File: src/rtl/mod_enc_round_ctrl.sv
// Round sequencer for an AES-256 encryption datapath: holds the block state,
// steps the round-key index and selects the datapath mode for each round.
module mod_enc_round_ctrl #(
   parameter int N  = 16,
   parameter int NR = 14
) (
   input  logic               clk,
   input  logic               rst,
   input  logic               in_valid,
   output logic               in_ready,
   input  logic [N-1:0][7:0]  in_data,
   output logic [3:0]         key_idx,
   input  logic               key_rdy,
   output logic               ark_only,
   output logic               mix_bypass,
   output logic [N-1:0][7:0]  round_in,
   input  logic [N-1:0][7:0]  round_out,
   output logic               out_valid,
   input  logic               out_ready,
   output logic [N-1:0][7:0]  out_data,
   output logic [3:0]         round,
   output logic               busy
);

   typedef enum logic [2:0] {IDLE, INIT, ROUND, LAST, DONE} state_t;

   localparam logic [3:0] LAST_ROUND = 4'(NR);
   localparam logic [3:0] PRE_LAST   = 4'(NR - 1);

   state_t              fsm;
   logic [N-1:0][7:0]   blk;

   assign round_in = blk;
   assign out_data = blk;

   // Mode outputs are set on the edge that enters a state, so key_idx,
   // ark_only and mix_bypass are already valid in the state's first cycle.
   always_ff @(posedge clk or negedge rst) begin
      if (!rst) begin
         fsm        <= IDLE;
         blk        <= '0;
         round      <= '0;
         key_idx    <= '0;
         ark_only   <= 1'b0;
         mix_bypass <= 1'b0;
         out_valid  <= 1'b0;
         in_ready   <= 1'b1;
         busy       <= 1'b0;
      end else begin
         case (fsm)
            IDLE: begin
               if (in_valid) begin
                  blk      <= in_data;
                  round    <= '0;
                  key_idx  <= '0;
                  ark_only <= 1'b1;
                  in_ready <= 1'b0;
                  busy     <= 1'b1;
                  fsm      <= INIT;
               end
            end
            INIT: begin
               if (key_rdy) begin
                  blk      <= round_out;
                  round    <= 4'd1;
                  key_idx  <= 4'd1;
                  ark_only <= 1'b0;
                  fsm      <= ROUND;
               end
            end
            ROUND: begin
               if (key_rdy) begin
                  blk <= round_out;
                  if (round == PRE_LAST) begin
                     round      <= LAST_ROUND;
                     key_idx    <= LAST_ROUND;
                     mix_bypass <= 1'b1;
                     fsm        <= LAST;
                  end else begin
                     round   <= round + 4'd1;
                     key_idx <= round + 4'd1;
                  end
               end
            end
            LAST: begin
               if (key_rdy) begin
                  blk        <= round_out;
                  mix_bypass <= 1'b0;
                  out_valid  <= 1'b1;
                  fsm        <= DONE;
               end
            end
            DONE: begin
               if (out_ready) begin
                  out_valid <= 1'b0;
                  round     <= '0;
                  in_ready  <= 1'b1;
                  busy      <= 1'b0;
                  fsm       <= IDLE;
               end
            end
            default: begin
               fsm       <= IDLE;
               out_valid <= 1'b0;
               in_ready  <= 1'b1;
               busy      <= 1'b0;
            end
         endcase
      end
   end

endmodule
File: config.mk
export PLATFORM = sky130hd
export DESIGN_NAME = mod_enc_round_ctrl
export DESIGN_NICKNAME = d
export VERILOG_FILES = /design/src/rtl/mod_enc_round_ctrl.sv
export SDC_FILE = /design/constraint.sdc
export NUM_CORES = 1
export LEC_CHECK = 0
export CAP_MARGIN = 20
export CORE_AREA = 8 8 200 202
export DETAILED_ROUTE_END_ITERATION = 7
export DIE_AREA = 0 0 208 210
export GPL_TIMING_DRIVEN = 0
export PLACE_DENSITY = 0.53
export SYNTH_ARGS = -nofsm -noshare
export SYNTH_HDL_FRONTEND = slang
export SYNTH_SLANG_ARGS = --single-unit
File: constraint.sdc
create_clock -name clk -period 4.4 [get_ports clk]
set_input_delay 0.44 -clock clk [delete_from_list [all_inputs] [get_ports clk]]
set_output_delay 0.44 -clock clk [all_outputs]
set_load 0.005 [all_outputs]
-- Word level (Yosys, flattened, before mapping)
Cells that the tools add are included.
- $add $sub $neg: 1
- equality and inequality tests: 12
- mux-type cells: 30
- bitwise gates (word level): 2
- reductions and logical operators: 16
- operators with widths (operator ; number):
    two-way mux 128 bit ; 2
    case mux 128 bit (2 select lines) ; 1
    two-way mux 4 bit ; 5
    two-way mux 3 bit ; 6
    case mux 4 bit (4 select lines) ; 1
    case mux 3 bit (5 select lines) ; 1
    inequality test 2 bit, second input constant ; 6
    case mux 4 bit (3 select lines) ; 1
    AND reduction 3 bit ; 4
    case mux 1 bit (3 select lines) ; 3
    two-way mux 1 bit ; 8
    AND reduction 4 bit ; 2
    equality test 3 x 2 -> 1 bit, second input constant ; 2
    AND reduction 6 bit ; 1
    nonzero test 2 bit ; 3
    OR reduction 3 bit ; 2
    AND reduction 5 bit ; 1
    adder 4 x 1 -> 4 bit, second input constant ; 1
    equality test 4 bit, second input constant ; 1
    case mux 1 bit (2 select lines) ; 2
    nonzero test 4 bit ; 1
    equality test 3 x 1 -> 1 bit, second input constant ; 1
    equality test 3 bit, second input constant ; 1
    zero test 3 bit ; 1
    3 further kinds ; 4
- register bits after elaboration: 144
- input port bits: 261
- output and inout port bits: 269
- word-level logic and storage cells: 85

-- Logic depth before layout (Yosys ltp)
- depth in word-level cells: 4
- mapped depth: 7
- mapped depth without buffers: 6

-- Worst setup path before layout
No wires, ideal clock.
- path kind: input-to-reg
- start: input port key_rdy
- end: register blk (netlist bit out_data[64])
- setup time: 0.126 ns
- data arrival time: 1.468 ns
- data required time: 4.274 ns
- setup slack: 2.806 ns
- stages on the path: 6
- path buffers: 3
- cell sequence: clkbuf_1 o21ai_1 a21oi_2 buf_2 buf_4 a21oi_1
- cells in the longest elaborated chain, start to end: 2
- RTL lines (item ; line ; RTL):
    start, declared ; 13 ; input logic key_rdy,
    inequality test 2 x 1 -> 1 bit (no source line) ; n/a ;
    AND reduction 3 bit (no source line) ; n/a ;
    end signal, assigned ; 53 ; blk <= in_data;
    end signal, assigned ; 64 ; blk <= round_out;
    end signal, assigned ; 73 ; blk <= round_out;
    end, declared ; 31 ; logic [N-1:0][7:0] blk;
Every way passes these cells.
A chain may end at the register's enable or synchronous reset.

-- Final worst setup path
- start: register blk (netlist bit out_data[71])
- end: output port round_in[71] (netlist name)
- RTL lines (item ; line ; RTL):
    end, declared ; 16 ; output logic [N-1:0][7:0] round_in,
No word-level cell between the ends.

==> flow_metrics.tcl <==
set metrics [dict create \
    drive_gt1_share_pct 17.0 \
    drt_iter0_markers 299 \
    setup_viol 0 \
    cpPeakStageDelay_ps 490 \
    synth_edf_count 0 \
    syn_inst 771 \
    core_area_um2 37000 \
    worst_pin_slew_ps 625 \
    fin_crit_sh_pct 44.9 \
    netlist_area_um2 7860 \
    cts_buffers 17 \
    holdWs_ps 492 \
    slew_headroom_pct 58.3 \
    cts_tree "built" \
    syn_to_final_growth_pct 83.4 \
    antenna_found_initial 2 \
    cts_root_buf "clkbuf_16" \
    grt_pass1_vias 7846 \
    startpoint_type "flip-flop" \
    yosysSeqAreaShare_pct 45.9 \
    layout_min_cycle_time_ps 1980 \
    yosys-top-cells-area "dfrtp_1 (46%), mux2i_1 (16%), buf_4 (13%)" \
    yosysTopAreaCell "dfrtp_1" \
    ant_nets 0 \
    holdCritPathClass "primary input to flip-flop" \
    start_util_pct 21.3 \
    insertion_delay_ps 430 \
    post_drt_wl_per_cell_um 20.2 \
    synth_cell_types 37 \
    cp-end-kind "output port" \
    synth.most_common_cell "dfrtp_1" \
    num_rows 71 \
    fmax_mhz 506 \
    synth-main-ff-cell "dfrtp_1" \
    drv_slew 0 \
    worstPathCellList "buf_4 -> clkdlybuf4s50_1" \
    cts_sinks 144 \
    nFillCells 3684 \
    vdd_ir_drop_max_mv 0.310 \
    drt_wl_total_mm 36.5 \
    ys_ff_latch 144 \
    grt_max_degree 74 \
    crit_buf_inv 2 \
    cellPowerDensity_nw_per_um2 763 \
    via_count 7397 \
    grt_pass1_wl_mm 53.6 \
    routed_via_density 4.09 \
    yosysWarningCount 0 \
    rsz0062_at_grt "no" \
    synth_top_area_share_pct 45.6 \
    status "finished, final reports clean" \
    fin_worst_skew_ps 6.97 \
    place_congestion 0.791 \
    grt_usage_pct 16.1 \
    post_cts_buffers 0 \
    slowest_stage "clkdlybuf4s50_1" \
    syn_nets 1034 \
    die-area_um2 43700 \
    leakage_nw 6.12 \
    arrival_ps 1540 \
    drtPass1Iterations 4 \
    h-tree-depth 4 \
    worstSetupPathType "flip-flop to output port" \
    maxCapViolations 0 \
    critPathMaxFanout 3 \
    io_buffer_count 528 \
    hpwl_mm 29.3 \
    ios 530 \
    crit_required_ps 3960 \
    critPathTopFamily "buffers and inverters" \
    clock_path_buffers 2 \
    synth-async-reset-ratio_pct 100 \
    dieWidth_um 208 \
    setup_tns_ps 0 \
    drcViolationCount 0 \
    die_y_um 210 \
    grt-ovfl-total 0 \
    finalHoldViolCount 0 \
    path_clk_slew_ps 60 \
    nets 1583 \
    syn_area_per_cell_um2 10.2 \
    ys_top_cells_by_count "dfrtp_1 (143), buf_4 (135), nor2_1 (135)" \
]
registers in the layout, summed over array words and instances, names as in the netlist:
register and cells:
busy 1, fsm 3, key_idx 4, in_ready 1, ark_only 1, out_valid 1, out_data 128, round 4
mix_bypass 1
worst paths after layout:
| kind | from | endpoint | slack [ps] | cells after the start |
|---|---|---|---|---|
| max in group asynchronous | rst | out_data[117] | 3030 | 3 |
| min in group asynchronous | rst | key_idx[0] | 550 | 2 |
| setup reg to reg | fsm[1] | out_data[61] | 2510 | 7 |
| hold reg to reg | key_idx[2] | key_idx[2] | 500 | 1 |
| hold / removal | key_rdy | mix_bypass | 490 | 2 |
| setup / recovery | out_data[71] | round_in[71] | 2420 | 2 |
final cells by class:
class | instances | area, um^2 | share of cell area, %
antenna | 1 | 2.50 | 0.0174
inverter | 4 | 15.0 | 0.104
timing repair buffer | 530 | 5330 | 37.0
sequential | 144 | 3600 | 25.0
buffer | 175 | 1370 | 9.50
multi-input combinational | 448 | 2870 | 19.9
tap | 474 | 593 | 4.12
clock inverter | 11 | 179 | 1.24
clock buffer | 21 | 450 | 3.13
layer usage:
| metal | GRT usage [%] | up-vias | share of wire, % |
|---|---|---|---|
| li1 | - | 3591 | - |
| met1 | 19.0 | 3482 | 41 |
| met2 | 28.1 | 308 | 50 |
| met3 | 5.93 | 14 | 7.9 |
| met4 | 2.86 | 2 | 0.87 |
| met5 | 0 | - | 0.025 |
power breakdown:
part / total (mW) / switching, mW / internal, mW
clock network: 1.60 / 0.631 / 0.974
logic: 6.75 / 2.64 / 4.10
registers: 2.64 / 0.657 / 1.99
total: 11.0 / 3.93 / 7.06
layout by cell type (no fill, tap or decap), types with 4 or more instances in the layout:
master           instances
clkdlybuf4s50_1        527
buf_4                  135
mux2i_1                129
o21ai_0                  5
dfrtp_1                143
clkbuf_16               17
buf_6                   25
nand3_1                  4
buf_2                   11
a21oi_1                115
a21oi_2                 18
bufinv_16                4
a31oi_1                  4
clkbuf_1                 6
nor2_1                 135
nand2_1                  7
inv_1                    4
what timing repair did:
action | CTS | global route
hold buffers | 1 | 0
gates resized for setup | 0 | 0
endpoints found under the hold margin | 12 | 0
stage by stage:
| step | power (mW) | area (um^2) | util (%) | std cells | setup WS, ps |
|---|---|---|---|---|---|
| 2_1_floorplan | 5.83 | 7860 | - | 771 | 2810 |
| 3_3_place_gp | 9.48 | 13700 | 37.2 | 1773 | -3660 |
| 3_5_place_dp | 9.55 | 13800 | 37.2 | 1774 | 1930 |
| 4_1_cts | 11.2 | 14400 | 39.0 | 1807 | 2370 |
| 5_1_grt | 11.8 | 14400 | 39.0 | 1808 | 2280 |
| 6_report | 11.0 | 14400 | 39.0 | 1808 | 2420 |
kinds of logic (layout without fill, tap and decap cells):
| group | Yosys count | after routing | synth area share, % |
|---|---|---|---|
| AO/OA/AOI/OAI | 156 | 156 | 11.3 |
| XOR/XNOR | 1 | 1 | 0.112 |
| adder cells (fa/ha/maj) | 2 | 2 | 0.319 |
| buffers and inverters | 179 | 741 | 17.6 |
| flip-flops | 144 | 144 | 45.9 |
| multiplexers | 130 | 130 | 16.6 |
| other | 0 | 1 | 0 |
| AND/OR/NAND/NOR | 159 | 159 | 8.14 |
(Power assumes the default switching activity.)
